===== src/rtl/fm_param_ctrl.sv =====
// fm_param_ctrl: parameter sequencer in front of the fm synthesizer.
// Commands land in shadow registers; all three synth parameters change together
// on a sample_tick, with optional linear glide of the fundamental.
// Optional feature macro: FM_PARAM_CLAMP_EN (clamps fundamental targets to FUND_MAX).
module fm_param_ctrl #(
  parameter logic [23:0] FUND_RESET = 24'd450560,
  parameter logic [15:0] HARM_RESET = 16'h2000,
  parameter logic [15:0] MIDX_RESET = 16'h0000,
  parameter logic [23:0] FUND_MAX   = 24'd12288000
) (
  input  logic        clk,
  input  logic        reset,
  input  logic        cmd_valid,
  output logic        cmd_ready,
  input  logic [1:0]  cmd_addr,
  input  logic [23:0] cmd_data,
  input  logic        sample_tick,
  output logic [23:0] fundamental,
  output logic [15:0] harmonicity,
  output logic [15:0] mod_index,
  output logic        busy,
  output logic        done
);

  localparam int unsigned FW = 24;
  localparam int unsigned PW = 16;
  localparam int unsigned DW = FW + 1;

  typedef enum logic [1:0] {IDLE, PENDING, GLIDE} state_e;

  state_e        state_q, state_d;
  logic [FW-1:0] fund_q, fund_d, tgt_q, tgt_d, step_sh_q, step_sh_d;
  logic [PW-1:0] harm_q, harm_d, midx_q, midx_d;
  logic [PW-1:0] harm_sh_q, harm_sh_d, midx_sh_q, midx_sh_d;
  logic          done_q, done_d, ready_q, ready_d, busy_q, busy_d;

  logic          accept;
  logic          up;
  logic [FW-1:0] tgt_in;
  logic [DW-1:0] fund_x, tgt_x, step_x, diff;

`ifndef FM_PARAM_CLAMP_EN
  logic unused_fund_max_c;
  assign unused_fund_max_c = ^FUND_MAX;
`endif

  // State and parameter registers; reset abandons any pending or gliding operation
  always_ff @(posedge clk or negedge reset) begin
    if (!reset) begin
      state_q   <= IDLE;
      fund_q    <= FUND_RESET;
      harm_q    <= HARM_RESET;
      midx_q    <= MIDX_RESET;
      tgt_q     <= FUND_RESET;
      harm_sh_q <= HARM_RESET;
      midx_sh_q <= MIDX_RESET;
      step_sh_q <= '0;
      done_q    <= 1'b0;
      ready_q   <= 1'b1;
      busy_q    <= 1'b0;
    end else begin
      state_q   <= state_d;
      fund_q    <= fund_d;
      harm_q    <= harm_d;
      midx_q    <= midx_d;
      tgt_q     <= tgt_d;
      harm_sh_q <= harm_sh_d;
      midx_sh_q <= midx_sh_d;
      step_sh_q <= step_sh_d;
      done_q    <= done_d;
      ready_q   <= ready_d;
      busy_q    <= busy_d;
    end
  end

  // Next-state: shadow writes, commit on tick, glide stepping toward target
  always_comb begin
    state_d   = state_q;
    fund_d    = fund_q;
    harm_d    = harm_q;
    midx_d    = midx_q;
    tgt_d     = tgt_q;
    harm_sh_d = harm_sh_q;
    midx_sh_d = midx_sh_q;
    step_sh_d = step_sh_q;
    done_d    = 1'b0;

    accept = cmd_valid && ready_q;
`ifdef FM_PARAM_CLAMP_EN
    tgt_in = (cmd_data > FUND_MAX) ? FUND_MAX : cmd_data;
`else
    tgt_in = cmd_data;
`endif
    fund_x = {1'b0, fund_q};
    tgt_x  = {1'b0, tgt_q};
    step_x = {1'b0, step_sh_q};
    up     = tgt_q > fund_q;
    diff   = up ? (tgt_x - fund_x) : (fund_x - tgt_x);

    // Shadow updates; the tick logic below still sees the old tgt_q/step_sh_q
    if (accept) begin
      unique case (cmd_addr)
        2'd0:    tgt_d     = tgt_in;
        2'd1:    harm_sh_d = cmd_data[PW-1:0];
        2'd2:    midx_sh_d = cmd_data[PW-1:0];
        default: step_sh_d = cmd_data;
      endcase
    end

    unique case (state_q)
      IDLE: begin
        if (accept && cmd_addr == 2'd0) state_d = PENDING;
      end
      PENDING: begin
        if (sample_tick) begin
          harm_d = harm_sh_q;
          midx_d = midx_sh_q;
          if (step_sh_q == '0 || tgt_q == fund_q) begin
            fund_d  = tgt_q;
            done_d  = 1'b1;
            state_d = IDLE;
          end else begin
            state_d = GLIDE;
          end
        end
      end
      GLIDE: begin
        if (sample_tick) begin
          if (diff <= step_x) begin
            fund_d  = tgt_q;
            done_d  = 1'b1;
            state_d = IDLE;
          end else if (up) begin
            fund_d = FW'(fund_x + step_x);
          end else begin
            fund_d = FW'(fund_x - step_x);
          end
        end
        if (accept && cmd_addr == 2'd0) state_d = PENDING;
      end
      default: state_d = IDLE;
    endcase

    ready_d = (state_d != PENDING);
    busy_d  = (state_d != IDLE);
  end

  assign fundamental = fund_q;
  assign harmonicity = harm_q;
  assign mod_index   = midx_q;
  assign cmd_ready   = ready_q;
  assign busy        = busy_q;
  assign done        = done_q;

endmodule


===== config.mk =====
export PLATFORM = sky130hd
export DESIGN_NAME = fm_param_ctrl
export DESIGN_NICKNAME = d
export VERILOG_FILES = /design/src/rtl/fm_param_ctrl.sv
export SDC_FILE = /design/constraint.sdc
export NUM_CORES = 1
export LEC_CHECK = 0
export CAP_MARGIN = 5
export CORE_MARGIN = 5
export CORE_UTILIZATION = 35
export CTS_BUF_LIST = sky130_fd_sc_hd__clkbuf_4 sky130_fd_sc_hd__clkbuf_8
export CTS_CLUSTER_DIAMETER = 200
export CTS_CLUSTER_SIZE = 12
export DETAILED_ROUTE_END_ITERATION = 10
export HOLD_SLACK_MARGIN = 0.05
export PLACE_DENSITY_LB_ADDON = 0.1
export SETUP_SLACK_MARGIN = 0.3
export SYNTH_ARGS = -nofsm -noshare
export SYNTH_HDL_FRONTEND = slang
export SYNTH_SLANG_ARGS = --single-unit

===== constraint.sdc =====
create_clock -name clk -period 6.6 [get_ports clk]
set_input_delay 1.32 -clock clk [delete_from_list [all_inputs] [get_ports clk]]
set_output_delay 1.32 -clock clk [all_outputs]
set_load 0.02 [all_outputs]

## Word level (Yosys, flattened, before mapping)

Cells that the tools add are included.

| word-level totals | value |
|---|---|
| word-level logic and storage cells | 61 |
| bits in latches | 0 |
| register bits after elaboration | 141 |
| memories kept | 0 |
| memory bits (writable) | 0 |
| bits in read-only memories | 0 |

| operators by class | value |
|---|---|
| multiplexer cells | 19 |
| div/mod/pow operators | 0 |
| $add $sub $neg | 4 |
| $mul | 0 |
| eq/ne operators | 9 |
| shift operators | 0 |
| reduce and logical (&&, ||, !) cells | 15 |
| order comparisons | 2 |
| bitwise logic cells | 1 |

Operators with widths:

| kind | number |
|---|---|
| 24-bit 2-to-1 mux | 5 |
| 24-bit by 24-bit subtractor with 25-bit output | 2 |
| 24-bit case mux with 2 select lines | 1 |
| 25-bit by 24-bit <= comparator with 1-bit output | 1 |
| 25-bit 2-to-1 mux | 1 |
| 24-bit adder | 1 |
| 24-bit == test | 1 |
| 24-bit > comparator | 1 |
| 24-bit zero test | 1 |
| 24-bit subtractor | 1 |
| 2-bit 2-to-1 mux | 6 |
| 2-bit AND reduction | 5 |
| 2-bit inequality test, second input constant | 3 |
| 2-bit case mux with 3 select lines | 1 |
| 2-bit by 1-bit == test with 1-bit output, second input constant | 2 |
| 2-bit == test, second input constant | 2 |
| 2-bit zero test | 2 |
| 1-bit 2-to-1 mux | 4 |
| 4-bit AND reduction | 1 |
| 2-bit nonzero test | 2 |
| 3-bit OR reduction | 1 |
| 1-bit logical AND | 2 |
| 2-bit by 1-bit inequality test with 1-bit output, second input constant | 1 |
| 1-bit case mux with 2 select lines | 1 |
| 2 further kinds | 2 |

## Logic depth before layout (Yosys ltp)

Gate-level depths: netlist (run 1).

| depth | value |
|---|---|
| word-level depth | 8 |
| gate-level depth with buffers | 28 |
| mapped depth without buffers | 25 |

## Least setup slack after synthesis (run 1)

No wires, ideal clock.

| path | value |
|---|---|
| kind | flip-flop to flip-flop |
| from | register fund_q[6] (netlist: fundamental[6]) |
| to | register fund_q[21] (netlist: fundamental[21]) |
| cell stages (with the launch flop) | 27 |
| period minus slack after synthesis | 5220 ps |
| path buffers | 3 |
| required time | 6474 ps |
| library setup time | 126 ps |
| path slack | 1380 ps |
| data arrival time | 5094 ps |
| cells stage by stage | dfrtp_1 > inv_1 > ha_1 > buf_6 > a211o_1 > a21oi_4 > nand4b_2 > a311oi_2 > o21ai_0 > nand2_2 > buf_6 > mux2_2 > mux2i_1 > a41oi_1 > nand3_1 > ha_1 > nand4_1 > nor4_1 > nand2_1 > nand3_1 > a31oi_1 > a211oi_1 > a211oi_2 > nand2b_4 > buf_12 > and3_1 > a221o_1 |

| on the way | value |
|---|---|
| cells in the longest elaborated chain, start to end | 6 |

Ends and longest elaborated chain:

| item | line | source |
|---|---|---|
| from (decl) | 32 | `logic [FW-1:0] fund_q, fund_d, tgt_q, tgt_d, step_sh_q, step_sh_d;` |
| from (signal assigned) | 63 | `fund_q <= fund_d;` |
| 24-bit by 24-bit subtractor with 25-bit output or 24-bit > comparator (tied branches) | 98, 97 |  |
| 25-bit 2-to-1 mux | 98 | `diff = up ? (tgt_x - fund_x) : (fund_x - tgt_x);` |
| 25-bit by 24-bit <= comparator with 1-bit output | 129 | `if (diff <= step_x) begin` |
| 24-bit 2-to-1 mux | 129 |  |
| 24-bit 2-to-1 mux | 128 | `if (sample_tick) begin` |
| 24-bit case mux with 2 select lines | 110 | `unique case (state_q)` |

Parallel ways exist; a longest one is shown, timed or not. The select of a mux whose other input is x is not followed.
A chain may end at the register's enable or synchronous reset.

## Final worst setup path (run 1)

| path | value |
|---|---|
| from | register fund_q[14] (netlist: fundamental[14]) |
| to | register fund_q[16] (netlist: fundamental[16]) |

The elaborated chain is that of the path after synthesis.

==> results of run 1 <==
-- logic make-up (layout without fill, tap and decap cells) --
kind of cell	Yosys count	count (layout)
compound gates	290	290
simple gates	249	250
flops	141	141
buf+inv	133	237
mux	122	122
fa+ha+maj	103	103
xor+xnor	63	63
-- worst max path at each step --
stage	startpoint	end	slack (ns)
floorplan	fundamental[6]	fundamental[21]	1.38
global placement	fundamental[15]	fundamental[21]	0.39
detailed placement	fundamental[14]	fundamental[21]	0.22
CTS	fundamental[14]	fundamental[21]	0.31
global route	fundamental[15]	fundamental[12]	0.30
finish	fundamental[14]	fundamental[16]	0.72
-- registers in the layout, summed over array words and instances (netlist names) --
signal	cells
cmd_ready	1
harm_sh_q	16
tgt_q	24
step_sh_q	24
done	1
busy	1
mod_index	16
fundamental	24
midx_sh_q	16
harmonicity	16
state_q	2
-- metal layers --
metal	up-vias	wire, um
li1	4113	-
met1	4103	15500
met2	163	14410
met3	25	1339
met4	0	428
met5	-	0
-- cells in the mapped netlist, types with 13 or more instances --
cell and count:
a21o_1 33, a21oi_1 78, clkbuf_1 26, dfrtp_1 128
dfstp_2 13, ha_1 100, inv_1 88, mux2_2 93
mux2i_1 29, nand2_1 105, nand3_1 20, nand4_1 18
nor2_1 38, o21ai_0 70, o21bai_1 15, xnor2_1 53
-- through the flow --
step | hold WS (ns) | setup WS [ns]
after global placement | 0.4852 | 0.3903
after floorplan | 0.4749 | 1.380
after global routing | 0.5194 | 0.2990
after CTS | 0.5014 | 0.3116
final | 0.4995 | 0.7247
after detailed placement | 0.4884 | 0.2153
-- worst min-delay path: stages, from the launching register on --
cell and delay (ns):
dfstp_2 0.40, nand2_1 0.05, o21ai_1 0.05
-- layout make-up --
type / count / area (um2) / area share, %
multi-input combinational: 828 / 6315 / 51.87
tap: 390 / 488.0 / 4.008
inverter: 88 / 330.3 / 2.713
sequential: 141 / 3545 / 29.12
clock buffer: 17 / 234.0 / 1.922
clock inverter: 15 / 150.1 / 1.233
timing repair buffer: 117 / 1112 / 9.137
-- repair_timing --
| action | in CTS | in global routing |
|---|---|---|
| pin swaps | 0 | 1 |
| cloned | 0 | 1 |
| endpoints found under the setup margin | 9 | 29 |
| setup buffers | 0 | 5 |
| resized for setup | 2 | 9 |
==> metrics.txt, run 1 <==
post-cts hold buffer count 0; commonest non-fill, non-tap cell in the layout dfrtp_1; post-synthesis cell area 10370 um2; initial antenna violation count 1; num ports 89; yosys synthesis warning count 0; Worst R2R Start fundamental[14]; n_diodes 0; die width 182.2 um; total number of vias 8404; status complete, no violations; Async SR Flop Fraction 100.0%; H-tree lvl count 4; DR vias/cell between 5 and 6; largest family of logic cells by synthesized area compound AO/OA/AOI/OAI gates; Final Cycle Share 89.02%; Tot GR Track Use 19.12%; Worst Hold Class register to register; DR DRC count 0; vias in the first global route 8711; critical path capture point type register; Synth Net Count 1234; Clock Path Buffers 2; Hold Fails Final Rpt 0; area share of and/or/nand/nor cells after synthesis 11.57%; setup_tns 0 ns; WL final ~32000 um; CP peak stage delay 0.58 ns; cell family with most CP delay simple AND/OR/NAND/NOR gates; setup slack, reg-to-reg 0.72 ns; Slew HR 29.31%; Worst Path Buf+Inv 4; global-route wire length before repair 50110 um; minimum clock period 5.875 ns; post-route ant nets 0; initial core utilization 35.19%; gr busiest metal met2; clock-pin slew on the worst setup and hold paths 0.10 ns; hold_sp fundamental[15]; largest net degree at the start of global routing 92; I/O Buffers between 80 and 90; Root Driver clkbuf_8; average routed wire per standard cell 19.84 um; critical-path maximum fanout 12; # nets final roughly 1300; post-synthesis compound-gate area fraction 17.91%; hpwl dp around 24000 um; Reg2Reg Depth 24; Setup Skew around 0.02 ns; # Max-Cap Violations 0; post-synthesis sequential area ratio ~34%; floorplan row count 63; core area approximately 29000 um2; ys flop type dfrtp_1; Clock Latency Late Sink 0.47 ns; Slew Limit Fails 0; Seq cells post-synth between 100 and 150; Placed Area roughly 12000 um2; crit path launch type register; r2r endpoint fundamental[16]; WS Path Type register to register; fmax 170.2 MHz; number of cells on the critical path 24; EDFF count, synth 0; design area 12170 um2; CTS tree yes; RSZ-0062 raised after global routing no; Critical Path RT ~7 ns; Critical Path, Cell by Cell inv_1 -> ha_1 -> nand4_1 -> nor3_2 -> a311oi_2 -> o21ai_1 -> nand2_2 -> buf_4 -> buf_4 -> mux2_2 -> o21ai_0 -> a22oi_1 -> xnor2_1 -> ha_1 -> nand4_1 -> nor4_2 -> nand2_1 -> nor3_1 -> a211oi_1 -> a211oi_2 -> nand2b_4 -> buf_12 -> mux2i_1 -> o21ai_1; total die area between 30000 and 40000 um2; fin cells 1596; placed cells 1558; top cells by area, synth dfrtp_1, ha_1, mux2_2; Netlist cell types 76; hold endpoint fundamental[15]; met2 Use GR 30.64%; Cells after Synth 1101; Final GP Congestion 0.8957; mux contribution to synthesized area between 10% and 20%; DRT iter0 DRCs 498; DRT Pass-1 Iters 5; GRT met1 Usage 26.87%; Yosys top cell area share approximately 31%; Num Clock Sinks approximately 140; met3 Resource Use GR 3.707%; Layout area overhead 17.34%; grt total ovfl 0; Yosys top cell by area dfrtp_1; critical path arrival 6.23 ns; Synth Area in XOR/XNOR 5.318%; hold path depth 2; Die Ht around 180 um; most frequent cells in the layout dfrtp_1, nand2_1, ha_1; Fill cells 2986; Post-Synth Adder-Cell Area roughly 13%; CTS Buf Count 17; final core occ between 40% and 50%; ratio of cells with drive above 1 in the final layout 16.17%; worst-margin pin slew 1.055 ns; Final Setup Violations 0; mean area per synthesized cell 9.423 um2; Critical Path Slowest Stage Cell dfstp_2
Power of run 1 is left out: the tool's default activity adds up to more than one toggle a clock period on the data nets, which glitch-free logic cannot reach.
==> run 2, diff against run 1 <==
--- a/config.mk
+++ b/config.mk
@@ -7,7 +7,7 @@
 export LEC_CHECK = 0
 export CAP_MARGIN = 5
 export CORE_MARGIN = 5
-export CORE_UTILIZATION = 35
+export CORE_UTILIZATION = 55
 export CTS_BUF_LIST = sky130_fd_sc_hd__clkbuf_4 sky130_fd_sc_hd__clkbuf_8
 export CTS_CLUSTER_DIAMETER = 200
 export CTS_CLUSTER_SIZE = 12
==> run 2 against run 1 <==
  * Fmax fell by 1.5%
  * Critical path depth down 1
  * Worst setup slack got worse by 0.087 ns
  * Sequential cell count unchanged
  * Largest cell class unchanged
==> metrics.txt, run 2 (synthesis results as in run 1) <==
status complete, no violations; Clock Path Buffers 2 (unchanged); critical path arrival 6.32 ns (+0.09 ns); setup_tns 0 ns (unchanged); critical path capture point type register; average routed wire per standard cell 20.40 um (+2.8%); DR DRC count 0 (unchanged); CP peak stage delay 0.51 ns (-0.07 ns); Fill cells 1607 (-46%); grt total ovfl 0 (unchanged); hpwl dp 21690 um (-10%); Clock Latency Late Sink 0.48 ns (about the same); worst-margin pin slew 0.9810 ns (-0.07372 ns); ratio of cells with drive above 1 in the final layout 15.08% (-1.1 points); Final Cycle Share 90.34% (+1.3 points); Hold Fails Final Rpt 0 (unchanged); n_diodes 0 (unchanged); minimum clock period 5.963 ns (+0.08737 ns); global-route wire length before repair 46230 um (-7.8%); num ports 89 (unchanged); Root Driver clkbuf_8; DRT Pass-1 Iters 5 (unchanged); total die area 21710 um2 (-35%); # nets final 1314 (-0.90%); CTS tree yes; setup slack, reg-to-reg 0.64 ns (-0.09 ns); CTS Buf Count 17 (unchanged); Final GP Congestion 0.9412 (+5.1%); Critical Path, Cell by Cell inv_1 -> ha_1 -> nand2_1 -> o21a_1 -> o221ai_1 -> a311o_2 -> a21boi_2 -> nor2_2 -> mux2i_1 -> or2_1 -> a41oi_1 -> nand3_1 -> ha_1 -> nand4_1 -> nor4_2 -> nand2_1 -> nand3_1 -> a31oi_1 -> a211oi_1 -> a211oi_2 -> nand2b_2 -> and3_1 -> a221o_1; floorplan row count 50 (-21%); DR top layer met4; Layout area overhead 14.69%; post-route ant nets 0 (unchanged); core area 18640 um2 (-37%); initial antenna violation count 0 (-1); RSZ-0062 raised after global routing no; H-tree lvl count 4 (unchanged); Final Setup Violations 0 (unchanged); # Max-Cap Violations 0 (unchanged); Tot GR Track Use 26.94% (+7.8 points); Worst Hold Class register to register; die width 147.3 um (-19%); Critical Path Slowest Stage Cell dfrtp_1; clock-pin slew on the worst setup and hold paths 0.11 ns (about the same); crit path launch type register; DRT iter0 DRCs 641 (+29%); Num Clock Sinks 141 (unchanged); total number of vias 8572 (+2.0%); Slew Limit Fails 0 (unchanged); met2 routed WL 12790 um (-11%); critical-path maximum fanout 11 (-1); WS Path Type register to register; commonest non-fill, non-tap cell in the layout dfrtp_1; initial core utilization 55.65% (+20 points); largest net degree at the start of global routing 76 (-17%); Die Ht 147.3 um (-19%); DR vias/cell 6.003 (+14%); met1 wire length 13810 um (-11%); I/O Buffers 88 (unchanged); final core occ 63.83% (+23 points); fmax 167.7 MHz (-1.5%); vias in the first global route 8540 (-2.0%); Setup Skew 0.02228 ns (+0.001721 ns); met3 wire length 1686 um (+26%); most frequent cells in the layout dfrtp_1, nand2_1, ha_1; Slew HR 34.25% (+4.9 points); Critical Path RT 6.96 ns (about the same); WL final 29130 um (-8.0%)
-- run 2: cell type report --
class / instances / area (um2) / share of cell area [%]
repair buffers: 104 / 1002 / 8.423
clock buffers: 17 / 234.0 / 1.966
clock inverters: 15 / 191.4 / 1.609
multi-input cells: 829 / 6304 / 52.98
inverters: 88 / 330.3 / 2.776
flip-flops and latches: 141 / 3545 / 29.79
well taps: 234 / 292.8 / 2.461
-- run 2: metal layers --
metal | vias to the layer above | global-route usage, %
met2 | 268 | 40.81
met3 | 55 | 5.614
met1 | 4156 | 38.62
met4 | 0 | 8.947
li1 | 4093 | -
met5 | - | 0
-- run 2: final timing paths --
| check | endpoint | cells after the start | start |
|---|---|---|---|
| max | fundamental[21] | 23 | fundamental[11] |
| min | fundamental[14] | 2 | fundamental[14] |
| min in group asynchronous | mod_index[0] | 1 | reset |
| max reg2reg | fundamental[21] | 23 | fundamental[11] |
| max in group asynchronous | step_sh_q[18] | 2 | reset |
| min reg2reg | fundamental[14] | 2 | fundamental[14] |
-- run 2: through the flow --
| stage | area, um2 | hold WS, ns | cells | setup WS, ns |
|---|---|---|---|---|
| 2_1_floorplan | 10380 | 0.4749 | 1101 | 1.380 |
| 4_1_cts | 11840 | 0.4986 | 1422 | 0.3160 |
| 3_3_place_gp | 11400 | 0.4808 | 1389 | 0.4745 |
| 5_1_grt | 11900 | 0.5263 | 1428 | 0.3127 |
| 6_report | 11900 | 0.4985 | 1428 | 0.6373 |
| 3_5_place_dp | 11400 | 0.4863 | 1389 | 0.2340 |
-- run 2: critical path: cells and delay by family, from the launching register on --
kind / cells / cell delay, ns
flops: 1 / 0.51
simple gates: 10 / 2.47
mux: 1 / 0.20
buf+inv: 1 / 0.08
compound gates: 9 / 1.82
fa+ha+maj: 2 / 0.74
-- run 2: repair_timing --
item / in CTS / in global routing
resized for setup: 1 / 6
buffers inserted: 0 / 5
pin swaps: 0 / 2
endpoints found under the setup margin: 7 / 29
cloned: 1 / 1
hold buffers: 0 / 0
Power of run 2 is left out for the same reason.
==> run 3, diff against run 2 <==
--- a/config.mk
+++ b/config.mk
@@ -15,6 +15,7 @@
 export HOLD_SLACK_MARGIN = 0.05
 export PLACE_DENSITY_LB_ADDON = 0.1
 export SETUP_SLACK_MARGIN = 0.3
+export SLEW_MARGIN = 5
 export SYNTH_ARGS = -nofsm -noshare
 export SYNTH_HDL_FRONTEND = slang
 export SYNTH_SLANG_ARGS = --single-unit
==> results of run 3 <==
The final DEF is identical to that of run 2; final timing and power are the same.
Power of run 3 is left out for the same reason.
